**src/rtl/scan_pat_pkg.sv**
```systemverilog
// scan_pat_pkg: shared types and helpers for the scan pattern engine.
//   st_e     - engine FSM state encoding
//   vec_w()  - width of the vector (shift position) counter for a chain length
//   ch_w()   - width of a chain index for a chain count
//   cnt_w()  - width of a popcount over NCHAIN bits
//   sat_add()- unsigned add clamped at 2^w-1
package scan_pat_pkg;

    typedef enum logic [2:0] {
        IDLE    = 3'd0,
        SHIFT   = 3'd1,
        SE_FALL = 3'd2,
        CAPTURE = 3'd3,
        SE_RISE = 3'd4,
        DONE    = 3'd5
    } st_e;

    function automatic int vec_w(input int chain_len);
        return (chain_len > 2) ? $clog2(chain_len) : 1;
    endfunction

    // A single chain still needs a 1-bit index field.
    function automatic int ch_w(input int nchain);
        return (nchain > 1) ? $clog2(nchain) : 1;
    endfunction

    function automatic int cnt_w(input int nchain);
        return $clog2(nchain + 1);
    endfunction

    function automatic logic [63:0] sat_add(input logic [63:0] a,
                                            input logic [63:0] b,
                                            input int          w);
        logic [64:0] sum;
        logic [63:0] max_v;
        max_v = (w >= 64) ? '1 : ((64'd1 << w) - 64'd1);
        sum   = {1'b0, a} + {1'b0, b};
        return (sum > {1'b0, max_v}) ? max_v : sum[63:0];
    endfunction

endpackage

```
**src/rtl/scan_cmp.sv**
```systemverilog
// scan_cmp: purely combinational unload comparator.
//   so_i   - chain outputs, exp_i - expected bits, msk_i - 1 = compare
//   diff_o - masked miscompare vector
//   pop_o  - number of miscomparing chains
//   low_o  - lowest miscomparing chain index (0 when none)
//   any_o  - at least one miscompare
module scan_cmp
    import scan_pat_pkg::*;
#(
    parameter int NCHAIN = 8
) (
    input  logic [NCHAIN-1:0]          so_i,
    input  logic [NCHAIN-1:0]          exp_i,
    input  logic [NCHAIN-1:0]          msk_i,
    output logic [NCHAIN-1:0]          diff_o,
    output logic [cnt_w(NCHAIN)-1:0]   pop_o,
    output logic [ch_w(NCHAIN)-1:0]    low_o,
    output logic                       any_o
);

    localparam int CW  = cnt_w(NCHAIN);
    localparam int CHW = ch_w(NCHAIN);

    always_comb begin
        diff_o = (so_i ^ exp_i) & msk_i;
        pop_o  = '0;
        low_o  = '0;
        // Walk from the top so the lowest set bit is the last one written.
        for (int i = NCHAIN - 1; i >= 0; i--) begin
            pop_o = pop_o + CW'(diff_o[i]);
            if (diff_o[i]) begin
                low_o = CHW'(i);
            end
        end
        any_o = |diff_o;
    end

endmodule

```
**src/rtl/scan_pat_engine.sv**
```systemverilog
// scan_pat_engine: replays ATPG load/unload/capture sequences over NCHAIN
// parallel scan chains and compares unloaded data against masked expects.
//   clk, rst (sync, active high), start, abort, num_pat
//   beat_valid/beat_ready + beat_si/beat_exp/beat_msk : pattern beat stream
//   scan_so in, scan_si/scan_en/shift_clk_en/cap_clk_en out : chain side
//   busy, done, pattern_number, vector_number, mis_cnt : progress/status
//   fail_vld, fail_pat, fail_vec, fail_chain : first failure record
//   dbg_state : current FSM state
//
// Handshake: a beat transfers on a rising clk edge where beat_valid and
// beat_ready are both high; beat_ready is high only in SHIFT and is pulled
// low by abort/rst so no beat is consumed on a cancelling edge.
//
// Chain-side outputs are registered, so every one of them reflects the
// previous cycle's decision. The shift edge for an accepted beat is the edge
// that ends the cycle in which shift_clk_en is high; scan_so is compared in
// that same cycle (before the shift), which is why the compare runs one
// cycle behind acceptance on latched expect/mask data.
module scan_pat_engine
    import scan_pat_pkg::*;
#(
    parameter int NCHAIN    = 8,
    parameter int CHAIN_LEN = 256,
    parameter int PAT_W     = 16,
    parameter int MIS_W     = 16
) (
    input  logic                          clk,
    input  logic                          rst,
    input  logic                          start,
    input  logic                          abort,
    input  logic [PAT_W-1:0]              num_pat,
    input  logic                          beat_valid,
    output logic                          beat_ready,
    input  logic [NCHAIN-1:0]             beat_si,
    input  logic [NCHAIN-1:0]             beat_exp,
    input  logic [NCHAIN-1:0]             beat_msk,
    input  logic [NCHAIN-1:0]             scan_so,
    output logic [NCHAIN-1:0]             scan_si,
    output logic                          scan_en,
    output logic                          shift_clk_en,
    output logic                          cap_clk_en,
    output logic                          busy,
    output logic                          done,
    output logic [PAT_W-1:0]              pattern_number,
    output logic [vec_w(CHAIN_LEN)-1:0]   vector_number,
    output logic [MIS_W-1:0]              mis_cnt,
    output logic                          fail_vld,
    output logic [PAT_W-1:0]              fail_pat,
    output logic [vec_w(CHAIN_LEN)-1:0]   fail_vec,
    output logic [ch_w(NCHAIN)-1:0]       fail_chain,
    output logic [2:0]                    dbg_state
);

    localparam int VEC_W = vec_w(CHAIN_LEN);
    localparam int CH_W  = ch_w(NCHAIN);
    localparam int CW    = cnt_w(NCHAIN);

    st_e              state_q;
    logic [PAT_W-1:0] num_pat_q;
    logic [NCHAIN-1:0] exp_q;
    logic [NCHAIN-1:0] msk_q;
    logic [PAT_W-1:0] tag_pat_q;
    logic [VEC_W-1:0] tag_vec_q;
    logic             accept;

    logic [NCHAIN-1:0] cmp_diff;
    logic [CW-1:0]     cmp_pop;
    logic [CH_W-1:0]   cmp_low;
    logic              cmp_any;

    assign beat_ready = (state_q == SHIFT) && !abort && !rst;
    assign accept     = beat_valid && beat_ready;
    assign busy       = (state_q == SHIFT) || (state_q == SE_FALL) ||
                        (state_q == CAPTURE) || (state_q == SE_RISE);
    assign dbg_state  = state_q;

    scan_cmp #(.NCHAIN(NCHAIN)) u_cmp (
        .so_i   (scan_so),
        .exp_i  (exp_q),
        .msk_i  (msk_q),
        .diff_o (cmp_diff),
        .pop_o  (cmp_pop),
        .low_o  (cmp_low),
        .any_o  (cmp_any)
    );

    always_ff @(posedge clk) begin
        if (rst || abort) begin
            state_q        <= IDLE;
            num_pat_q      <= '0;
            pattern_number <= '0;
            vector_number  <= '0;
            mis_cnt        <= '0;
            fail_vld       <= 1'b0;
            fail_pat       <= '0;
            fail_vec       <= '0;
            fail_chain     <= '0;
            scan_si        <= '0;
            scan_en        <= 1'b0;
            shift_clk_en   <= 1'b0;
            cap_clk_en     <= 1'b0;
            done           <= 1'b0;
            exp_q          <= '0;
            msk_q          <= '0;
            tag_pat_q      <= '0;
            tag_vec_q      <= '0;
        end else begin
            scan_en      <= (state_q == SHIFT) || (state_q == SE_RISE);
            shift_clk_en <= accept;
            cap_clk_en   <= (state_q == CAPTURE);

            if (accept) begin
                scan_si   <= beat_si;
                exp_q     <= beat_exp;
                msk_q     <= beat_msk;
                tag_pat_q <= pattern_number;
                tag_vec_q <= vector_number;
            end

            // Compare stage: shift_clk_en high marks a beat awaiting compare.
            if (shift_clk_en && cmp_any) begin
                mis_cnt <= MIS_W'(sat_add(64'(mis_cnt), 64'(cmp_pop), MIS_W));
                if (!fail_vld) begin
                    fail_vld   <= 1'b1;
                    fail_pat   <= tag_pat_q;
                    fail_vec   <= tag_vec_q;
                    fail_chain <= cmp_low;
                end
            end

            case (state_q)
                IDLE, DONE: begin
                    if (start) begin
                        num_pat_q      <= num_pat;
                        pattern_number <= '0;
                        vector_number  <= '0;
                        mis_cnt        <= '0;
                        fail_vld       <= 1'b0;
                        fail_pat       <= '0;
                        fail_vec       <= '0;
                        fail_chain     <= '0;
                        done           <= 1'b0;
                        state_q        <= SHIFT;
                    end
                end
                SHIFT: begin
                    if (accept) begin
                        if (vector_number == VEC_W'(CHAIN_LEN - 1)) begin
                            vector_number <= '0;
                            if (pattern_number < num_pat_q) begin
                                state_q <= SE_FALL;
                            end else begin
                                state_q <= DONE;
                                done    <= 1'b1;
                            end
                        end else begin
                            vector_number <= vector_number + VEC_W'(1);
                        end
                    end
                end
                SE_FALL: state_q <= CAPTURE;
                CAPTURE: state_q <= SE_RISE;
                SE_RISE: begin
                    pattern_number <= pattern_number + PAT_W'(1);
                    state_q        <= SHIFT;
                end
                default: state_q <= IDLE;
            endcase
        end
    end

endmodule

```
**config.mk**
```make
export PLATFORM = sky130hd
export DESIGN_NAME = scan_pat_engine
export DESIGN_NICKNAME = d
export VERILOG_FILES = /design/src/rtl/scan_pat_pkg.sv /design/src/rtl/scan_cmp.sv /design/src/rtl/scan_pat_engine.sv
export SDC_FILE = /design/constraint.sdc
export NUM_CORES = 1
export LEC_CHECK = 0
export BUFFER_PORTS_ARGS = -buffer_cell sky130_fd_sc_hd__buf_2
export CAP_MARGIN = 20
export CORE_MARGIN = 2
export CORE_UTILIZATION = 55
export DETAILED_ROUTE_END_ITERATION = 10
export PLACE_DENSITY = 0.8
export SLEW_MARGIN = 15
export SYNTH_ARGS = -nofsm -noshare
export SYNTH_HDL_FRONTEND = slang
export SYNTH_SLANG_ARGS = --single-unit
```
**constraint.sdc**
```tcl
create_clock -name clk -period 5.2 [get_ports clk]
set_input_delay 0.78 -clock clk [delete_from_list [all_inputs] [get_ports clk]]
set_output_delay 0.78 -clock clk [all_outputs]
set_load 0.02 [all_outputs]
```
==> results of run 1 <==
power by group:
part           total, W  switching (W)  leakage, nW  internal (W)
Combinational  0.000144      0.0000960         2.02     0.0000476
Sequential      0.00109      0.0000102         1.12       0.00108
Clock           0.00122       0.000467        0.287      0.000755
layer usage:
metal / wire, um / global-route usage [%]
met1: 7190 / 32.0
met2: 7390 / 40.9
met3: 824 / 5.73
met4: 314 / 10.1
met5: 0 / 0
metrics by stage:
stage | std cells | util [%] | power (W) | hold WS, ns | area (sq um)
2_1_floorplan | 768 | - | 0.00120 | 0.429 | 6510
3_3_place_gp | 1015 | 63.2 | 0.00125 | 0.440 | 7250
3_5_place_dp | 1015 | 63.2 | 0.00125 | 0.441 | 7250
4_1_cts | 1047 | 68.5 | 0.00247 | 0.449 | 7850
5_1_grt | 1047 | 68.5 | 0.00253 | 0.462 | 7850
6_report | 1047 | 68.5 | 0.00245 | 0.443 | 7850
layout make-up:
cell class	count	area (sq um)	share of cell area, %
Sequential cell	139	2780	35.4
Tap cell	143	179	2.28
Timing Repair Buffer	144	738	9.40
Multi-Input combinational cell	555	3420	43.6
Clock buffer	18	429	5.47
Clock inverter	14	171	2.18
Inverter	34	128	1.63
kinds of logic after synthesis:
kind of cell / synth area share [%]
simple gates: 24.4
compound gates: 13.8
xor+xnor: 2.79
flops: 42.7
fa+ha+maj: 6.73
buf+inv: 4.84
mux: 4.63
placed cells by master, fill, tap and decap left out, types with 4 or more instances in the layout:
cell type / instances
nand3_1: 51
nand2_1: 153
buf_2: 137
nor3_1: 14
nand2b_1: 6
and2_1: 7
xnor2_1: 8
buf_4: 7
dfxtp_1: 139
ha_1: 27
or3_1: 4
mux2i_1: 29
fa_1: 5
nor2b_1: 4
nor2_1: 60
a31oi_1: 12
a21oi_1: 44
a211oi_1: 11
inv_1: 33
and3_1: 11
clkbuf_16: 17
o21ai_0: 27
xor2_1: 9
and4_1: 6
nand4_1: 11
state kept, by name (all words and copies together) (netlist names), 3 cells and up:
signal          count
mis_cnt            16
msk_q               8
fail_pat           16
scan_si             8
num_pat_q          16
tag_vec_q           8
fail_chain          3
fail_vec            8
pattern_number     16
tag_pat_q          16
dbg_state           3
vector_number       8
exp_q               8
final timing paths:
kind,from,endpoint,depth (start not counted)
setup reg to reg,exp_q[6]$_SDFFE_PP0P_,mis_cnt[12]$_SDFF_PP0_,14
hold / removal,done$_SDFFE_PP0P_,done$_SDFFE_PP0P_,2
hold reg to reg,done$_SDFFE_PP0P_,done$_SDFFE_PP0P_,2
setup / recovery,scan_so[6],mis_cnt[12]$_SDFF_PP0_,15
tightest hold or removal path: cells and delay by family (launching register included):
| family | cells | cell delay, ns |
|---|---|---|
| compound gates | 1 | 0.05 |
| simple gates | 1 | 0.05 |
| flops | 1 | 0.31 |
Yosys cell counts (2+ instances only):
cell         n
nor3b_2      2
xor2_1       9
and2_1       7
mux2i_1     29
buf_6        3
or3_1        4
and3_1      11
inv_1       33
o21ai_0     27
a211oi_1    11
a22oi_4      2
buf_1        5
a211o_1      2
or2_0        2
xor2_2       2
a21oi_1     44
o211ai_1     3
a311oi_1     3
nor2b_1      4
nand3b_1     3
clkbuf_1    22
nor2_1      61
nor3_1      14
nand2_1    153
o2111ai_1    3
o21a_1       3
a31oi_1     12
nand2b_1     6
nand3_1     52
a21o_1       3
buf_2        9
nor4_2       2
and4_1       6
o21ai_1      3
a41oi_1      3
nand4_1     11
ha_1        27
xnor2_1      8
fa_1         5
dfxtp_1    139
==> summary.txt, run 1 <==
fmax = 216 MHz
cell family with most CP delay = adder cells
clock sinks = 139
max_slew headroom = 32.3%
DR iter-0 viols = 420
status = completed
HPWL after DPL = 10.7 mm
Crit Path Max Fanout = 3
all-layer global routing usage = 25.0%
Area Overhead vs Synth = 20.6%
Via Count = 5769
first-pass GRT wire length = 25.8 mm
Setup Buffers After CTS = 0
CP endpoint kind = flop
Final period util = 89.2%
Max clock buf depth = 2
largest net degree at the start of global routing = 64
setup TNS = 0 ns
Synth Flop Type = dfxtp_1
Routed Antenna Nets = 0
critical path class = in -> reg
DIE AREA = 12700 sq um
First-pass DRT Iterations = 6
Root Driver = clkbuf_16
hold buffers post-CTS = 0
RSZ-0062 raised after global routing = false
fin worst setup slack = 0.563 ns
Synth Register Bits = 139
Slew @ Worst Pin = 1.01 ns
Synth area leaders = dfxtp_1 43%, nand2_1 8.8%, ha_1 5.2%
number of global-route vias before repair = 5402
fill count = 971
post-CTS resize count = 0
Nets = 976
share of cells above drive strength 1 = 21.5%
# setup viols final = 0
DRC errors left = 0
clock buffer count from CTS = 17
Slowest Stage Delay on Critical Path = 0.50 ns
Net Count, Synth = 853
YS warnings = 0
cell at the slowest stage of the critical path = fa_1
Die Wd = 113 um
Max-Cap Viols = 0
n_diodes = 0
clk_lat worst skew = 0.42 ns
worst vdd ir = 0.000282 V
Vert. Die Dim = 113 um
CTS clock-pin slew for the worst setup and hold paths = 0.06 ns
boundary pin count = 138
H-Tree Depth = 4
final hold vios = 0
Slew Viols, Final = 0
Synth Instances = 768
register area share after synthesis = 42.7%
slack of the worst reg-to-reg path = 0.68 ns
post-synth top area cell = dfxtp_1
EDFF count, synth = 0
Routed Wire Length = 15.7 mm
Syn Area/Cell = 8.48 sq um
post-layout min period = 4.64 ns
vias per cell = 5.51
Core Area = 11500 sq um
I/O Buffers = 137
skew final = 0.00955 ns
initial antenna violation count = 0
Leak = 3.43 nW
Async SR Flop Fraction = 0%
total grt overflow = 0
Netlist cell types = 60
Hold WC Path Type = reg -> reg
Initial Utilization = 56.8%
wire per inst = 15.0 um
post-synth top area share = 42.7%
CP Cell Sequence = buf_2 -> xor2_1 -> and2_1 -> ha_1 -> fa_1 -> inv_1 -> fa_1 -> fa_1 -> fa_1 -> fa_1 -> nand2b_1 -> a211oi_4 -> nand3_1 -> and3_1 -> a311oi_1
Netlist Area Pre-Place = 6510 sq um
Worst Path Buf+Inv = 2
crit start category = input port
Worst Path Arrival = 4.95 ns
Crit path top cell by count = fa_1
row cnt = 39
Final Wtd Congestion = 0.885
Power Density = 312 nW/um^2
pre-CTS setup slack = 0.155 ns
CTS tree = yes
Worst EP required = 5.51 ns
Note: power is estimated with default switching activity, not from simulation.
==> run 2, diff against run 1 <==
--- a/config.mk
+++ b/config.mk
@@ -14,4 +14,5 @@
 export SLEW_MARGIN = 15
 export SYNTH_ARGS = -nofsm -noshare
 export SYNTH_HDL_FRONTEND = slang
+export SYNTH_HIERARCHICAL = 1
 export SYNTH_SLANG_ARGS = --single-unit
==> run 2 against run 1 <==
Sequential cell count is the same. Combinational power increased by 3%. Global-route usage up 1.1 points. Maximum frequency down 1.9%. Area after synthesis decreased by 1.5%. Worst hold slack better by 0.0064 ns. Core utilization about the same. Die area shrank 1.5%. Sequential power about the same. Synthesized cell count grew 3.5%. Largest cell class unchanged. Largest power group unchanged.
==> summary.txt, run 2 <==
total grt overflow = 0 (unchanged)
largest net degree at the start of global routing = 60 (-6.3%)
post-synth top area share = 43.4% (+0.67 points)
Die Wd = 112 um (-0.74%)
Hold WC Path Type = reg -> reg
RSZ-0062 raised after global routing = false
Slew Viols, Final = 0 (unchanged)
critical path class = in -> reg
all-layer global routing usage = 26.1% (+1.1 points)
H-Tree Depth = 4 (unchanged)
Core Area = 11400 sq um (-0.42%)
post-synth top area cell = dfxtp_1
fmax = 212 MHz (-1.9%)
pre-CTS setup slack = 0.143 ns (-0.0126 ns)
status = completed
Via Count = 5911 (+2.5%)
max_slew headroom = 39.5% (+7.2 points)
First-pass DRT Iterations = 5 (-1)
RR Startpoint = exp_q[1]$_SDFFE_PP0P_
Root Driver = clkbuf_16
n_diodes = 0 (unchanged)
post-layout min period = 4.73 ns (+0.0892 ns)
Synth Instances = 795 (+3.5%)
Synth area leaders = dfxtp_1 43%, nand2_1 12%, a21oi_1 6.9%
hold buffers post-CTS = 0 (unchanged)
most frequent cells in the layout = 206 x nand2_1, 139 x dfxtp_1, 137 x buf_2
Leak = 3.54 nW (+3.3%)
Net Count, Synth = 878 (+2.9%)
Crit Path Max Fanout = 7 (+4)
Vert. Die Dim = 112 um (-0.74%)
Synth Flop Type = dfxtp_1
dpl cell area = 7150 sq um (-1.5%)
Final Wtd Congestion = 0.901 (+1.8%)
Netlist Area Pre-Place = 6410 sq um (-1.5%)
Max clock buf depth = 2 (unchanged)
Power Density = 331 nW/um^2 (+6.1%)
Synth Register Bits = 139 (unchanged)
setup TNS = 0 ns (unchanged)
final hold vios = 0 (unchanged)
crit start category = input port
Final period util = 90.9% (+1.7 points)
skew final = 0.00614 ns (-0.00341 ns)
wire per inst = 14.7 um (-2.0%)
Async SR Flop Fraction = 0% (unchanged)
fin area = 7820 sq um (-0.46%)
first-pass GRT wire length = 26.9 mm (+4.3%)
Post-synth top cells = 206 x nand2_1, 139 x dfxtp_1, 89 x a21oi_1, 63 x nand3_1, 37 x nor2_1
post-CTS resize count = 0 (unchanged)
Worst Path Arrival = 5.06 ns (+0.11 ns)
Syn Area/Cell = 8.06 sq um (-4.9%)
Slew @ Worst Pin = 0.905 ns (-0.108 ns)
final core utilization = 68.5% (about the same)
most common cell after layout, fill and taps aside = nand2_1
Max-Cap Viols = 0 (unchanged)
clk_lat worst skew = 0.41 ns (about the same)
clock sinks = 139 (unchanged)
YS warnings = 6 (+6)
HPWL after DPL = 10.5 mm (-2.3%)
CTS clock-pin slew for the worst setup and hold paths = 0.06 ns (about the same)
CP endpoint kind = flop
vias per cell = 5.51 (about the same)
boundary pin count = 138 (unchanged)
Setup Buffers After CTS = 0 (unchanged)
DR iter-0 viols = 475 (+13%)
# setup viols final = 0 (unchanged)
Min-Delay Startpoint = fail_pat[5]$_SDFF_PP0_
initial antenna violation count = 0 (unchanged)
Initial Utilization = 56.1% (-0.63 points)
register area share after synthesis = 43.4% (+0.67 points)
number of global-route vias before repair = 5685 (+5.2%)
fin worst setup slack = 0.474 ns (-0.0892 ns)
Nets = 1000 (+2.5%)
count leader, synth = nand2_1
row cnt = 39 (unchanged)
Routed Wire Length = 15.8 mm (+0.43%)
DIE AREA = 12500 sq um (-1.5%)
I/O Buffers = 137 (unchanged)
Routed Antenna Nets = 0 (unchanged)
Worst EP required = 5.53 ns (+0.02 ns)
Area Overhead vs Synth = 21.9%
share of cells above drive strength 1 = 21.8% (+0.37 points)
Critical Path Source = scan_so[3]
CTS tree = yes
Netlist cell types = 73 (+22%)
clock buffer count from CTS = 17 (unchanged)
EDFF count, synth = 0 (unchanged)
worst vdd ir = 0.000271 V (-3.8%)
DRC errors left = 0 (unchanged)
-- run 2: stage by stage --
| stage | std cells | hold WS (ns) | total power [W] |
|---|---|---|---|
| after floorplan | 795 | 0.431 | 0.00121 |
| after global placement | 1041 | 0.438 | 0.00125 |
| after detailed placement | 1041 | 0.443 | 0.00126 |
| after CTS | 1073 | 0.450 | 0.00260 |
| after global routing | 1073 | 0.467 | 0.00267 |
| final | 1073 | 0.449 | 0.00259 |
-- run 2: kinds of logic (layout without fill, tap and decap cells) --
family | count (synthesis) | in the layout | synth area share (%)
simple gates | 372 | 372 | 27.3
compound gates | 151 | 151 | 14.3
flops | 139 | 139 | 43.4
buf+inv | 80 | 215 | 5.31
fa+ha+maj | 30 | 30 | 6.44
xor+xnor | 19 | 19 | 2.60
mux | 4 | 4 | 0.664
-- run 2: worst paths after layout --
kind / endpoint / cells past startpoint / slack (ns)
min reg2reg: fail_pat[5]$_SDFF_PP0_ / 2 / 0.45
max: mis_cnt[15]$_SDFF_PP0_ / 21 / 0.47
max reg2reg: mis_cnt[15]$_SDFF_PP0_ / 20 / 0.60
min: fail_pat[5]$_SDFF_PP0_ / 2 / 0.45
-- run 2: metal layers --
metal	track usage (%)	vias to the layer above	wire length (um)
li1	-	2954	-
met1	33.9	2719	7150
met2	42.3	209	7430
met3	5.61	29	872
met4	11.1	0	342
met5	0	-	0
-- run 2: cell type report --
cell class	count	area, sq um
clock inverter	12	219
inverter	38	144
clock buffer	20	447
tap	143	179
fill	952	3600
timing repair buffer	145	746
sequential	139	2780
multi-input combinational	576	3300
-- run 2: report_power, final --
group	internal, W	total [W]	leakage [nW]	switching [W]
Clock	0.000910	0.00135	0.320	0.000445
Combinational	0.0000549	0.000149	2.10	0.0000943
Sequential	0.00108	0.00109	1.12	0.00000962
Total	0.00204	0.00259	3.54	0.000549
-- run 2: worst max-delay path, stage by stage --
cell,delay [ns]
buf_2,0.11
xor2_1,0.13
nand2_1,0.14
inv_1,0.11
fa_1,0.50
inv_1,0.05
fa_1,0.47
inv_1,0.05
fa_1,0.47
ha_1,0.17
inv_1,0.06
fa_1,0.42
inv_1,0.08
inv_1,0.05
fa_1,0.40
nor2b_1,0.21
o21ai_1,0.16
a21oi_1,0.22
buf_4,0.18
and4b_1,0.19
nor3_1,0.13
==> run 3, diff against run 2 <==
--- a/config.mk
+++ b/config.mk
@@ -11,6 +11,8 @@
 export CORE_UTILIZATION = 55
 export DETAILED_ROUTE_END_ITERATION = 10
 export PLACE_DENSITY = 0.8
+export REMOVE_ABC_BUFFERS = 1
+export SETUP_SLACK_MARGIN = 0.02
 export SLEW_MARGIN = 15
 export SYNTH_ARGS = -nofsm -noshare
 export SYNTH_HDL_FRONTEND = slang
==> run 3 against run 2 <==
Via count is 2.0% lower. Design area hardly changed. Combinational power hardly changed. Die area stayed put. Maximum frequency is 1.2% lower. Sequential power hardly changed. Worst hold slack worse by 0.0020 ns.
==> summary.txt, run 3 (synthesized netlist as in run 2, its figures left out) <==
Clock power frac = 50.9% (-1.4 points)
Final period util = 92.0% (+1.1 points)
wire per inst = 13.7 um (-7.0%)
worst vdd ir = 0.000204 V (-25%)
First-pass DRT Iterations = 5 (unchanged)
DIE AREA = 12500 sq um (unchanged)
n_diodes = 0 (unchanged)
clk_lat worst skew = 0.42 ns (about the same)
total grt overflow = 0 (unchanged)
H-Tree Depth = 4 (unchanged)
Slew Viols, Final = 0 (unchanged)
Initial Utilization = 56.1% (unchanged)
Critical Path Source = scan_so[3]
Net Sw Frac = 21.7% (+0.52 points)
Area Overhead vs Synth = 21.9% (about the same)
# setup viols final = 0 (unchanged)
most common cell after layout, fill and taps aside = nand2_1
final core utilization = 68.4% (about the same)
boundary pin count = 138 (unchanged)
crit start category = input port
setup TNS = 0 ns (unchanged)
Core Area = 11400 sq um (unchanged)
slack of the worst reg-to-reg path = 0.54 ns (-0.06 ns)
fmax = 209 MHz (-1.2%)
worst hold slack = 0.447 ns (-0.00205 ns)
most frequent cells in the layout = 206 x nand2_1, 139 x dfxtp_1, 137 x buf_2
Die Wd = 112 um (unchanged)
post-CTS resize count = 0 (unchanged)
Crit Path Max Fanout = 6 (-1)
max_slew headroom = 53.8% (+14 points)
combinational power share = 6.0% (+0.2 points)
Leak = 3.54 nW (about the same)
Root Driver = clkbuf_16
P_sw = 0.000546 W (-0.45%)
reg2reg end = mis_cnt[13]$_SDFF_PP0_
share of cells above drive strength 1 = 22.1% (+0.28 points)
Max clock buf depth = 2 (unchanged)
all-layer global routing usage = 24.0% (-2.1 points)
CP endpoint kind = flop
post-layout min period = 4.78 ns (+0.0583 ns)
R2R cell count = 20 (unchanged)
Power Density = 322 nW/um^2 (-2.8%)
RSZ-0062 raised after global routing = false
Routed Antenna Nets = 0 (unchanged)
HPWL after DPL = 9.89 mm (-5.7%)
Worst Path Arrival = 5.12 ns (+0.06 ns)
number of global-route vias before repair = 5390 (-5.2%)
DR iter-0 viols = 454 (-4.4%)
Worst EP required = 5.53 ns (about the same)
Max-Cap Viols = 0 (unchanged)
skew final = 0.00709 ns (+0.000942 ns)
hold buffers post-CTS = 0 (unchanged)
clock buffer count from CTS = 17 (unchanged)
initial antenna violation count = 0 (unchanged)
largest net degree at the start of global routing = 55 (-8.3%)
row cnt = 39 (unchanged)
Vert. Die Dim = 112 um (unchanged)
I/O Buffers = 137 (unchanged)
Setup Buffers After CTS = 0 (unchanged)
Reg power frac = 43.1% (+1.2 points)
Routed Wire Length = 14.7 mm (-6.8%)
Hold WC Path Type = reg -> reg
Setup crit end = mis_cnt[13]$_SDFF_PP0_
CTS tree = yes
Slew @ Worst Pin = 0.690 ns (-0.215 ns)
vias per cell = 5.39 (-2.2%)
final hold vios = 0 (unchanged)
status = completed
Via Count = 5794 (-2.0%)
Nets = 1002 (+0.20%)
RR Startpoint = exp_q[3]$_SDFFE_PP0P_
clock sinks = 139 (unchanged)
Final Wtd Congestion = 0.880 (-2.3%)
DRC errors left = 0 (unchanged)
first-pass GRT wire length = 24.9 mm (-7.2%)
critical path class = in -> reg
CTS clock-pin slew for the worst setup and hold paths = 0.06 ns (about the same)
Int Pwr = 0.00197 W (-3.5%)
## run 3: worst min-delay path by stage
| stage | from | to | slack (ns) | depth (start not counted) |
|---|---|---|---|---|
| 2_1_floorplan | tag_pat_q[0]$_SDFFE_PP0P_ | fail_pat[0]$_SDFF_PP0_ | 0.43 | 2 |
| 3_3_place_gp | tag_vec_q[5]$_SDFFE_PP0P_ | fail_vec[5]$_SDFF_PP0_ | 0.44 | 2 |
| 3_5_place_dp | tag_vec_q[0]$_SDFFE_PP0P_ | fail_vec[0]$_SDFF_PP0_ | 0.44 | 2 |
| 4_1_cts | tag_vec_q[0]$_SDFFE_PP0P_ | fail_vec[0]$_SDFF_PP0_ | 0.45 | 2 |
| 5_1_grt | tag_pat_q[8]$_SDFFE_PP0P_ | fail_pat[8]$_SDFF_PP0_ | 0.47 | 2 |
| 6_report | tag_vec_q[7]$_SDFFE_PP0P_ | fail_vec[7]$_SDFF_PP0_ | 0.45 | 2 |
## run 3: area by class of cell
type | count | area [sq um]
clock buffers | 21 | 470
clock inverters | 11 | 166
fillers | 995 | 3610
inverters | 38 | 144
multi-input cells | 576 | 3290
flip-flops and latches | 139 | 2780
well taps | 143 | 179
repair buffers | 147 | 776
## run 3: worst max-delay path, cell delays in order
cell and delay, ns:
buf_2 0.11, xor2_1 0.13, nand2_1 0.14, inv_1 0.10, fa_1 0.52, inv_1 0.06
fa_1 0.48, inv_1 0.05, fa_1 0.47, ha_1 0.16, inv_1 0.06, fa_1 0.42
inv_1 0.09, inv_1 0.06, fa_1 0.40, nor2b_1 0.19, o21ai_1 0.15, a21oi_1 0.26
buf_4 0.19, a31oi_1 0.08, a211oi_1 0.23
## run 3: per-layer routing
metal / track usage, % / vias up / share of wire [%]
met3: 5.23 / 21 / 5.2
met1: 31.3 / 2660 / 45
met2: 39.0 / 153 / 47
li1: - / 2960 / -
met5: 0 / - / 0
met4: 9.43 / 0 / 2.0
## run 3: stage by stage
| step | setup slack [ns] | std cells | power, W | instance area [sq um] |
|---|---|---|---|---|
| after floorplan | 0.189 | 753 | 0.00120 | 6210 |
| after global placement | 0.123 | 1041 | 0.00125 | 7150 |
| final | 0.415 | 1075 | 0.00252 | 7810 |
| after global routing | 0.0739 | 1075 | 0.00260 | 7810 |
| after detailed placement | 0.0446 | 1041 | 0.00126 | 7150 |
| after CTS | 0.442 | 1073 | 0.00253 | 7780 |
## run 3: power by group through the flow
| stage | Sequential [W] | Combinational, W | Clock (W) |
|---|---|---|---|
| after CTS | 0.00109 | 0.000149 | 0.00129 |
| after global placement | 0.00111 | 0.000147 | 0 |
| after global routing | 0.00109 | 0.000168 | 0.00135 |
| final | 0.00109 | 0.000150 | 0.00128 |
| after floorplan | 0.00111 | 0.0000878 | 0 |
| after detailed placement | 0.00111 | 0.000148 | 0 |
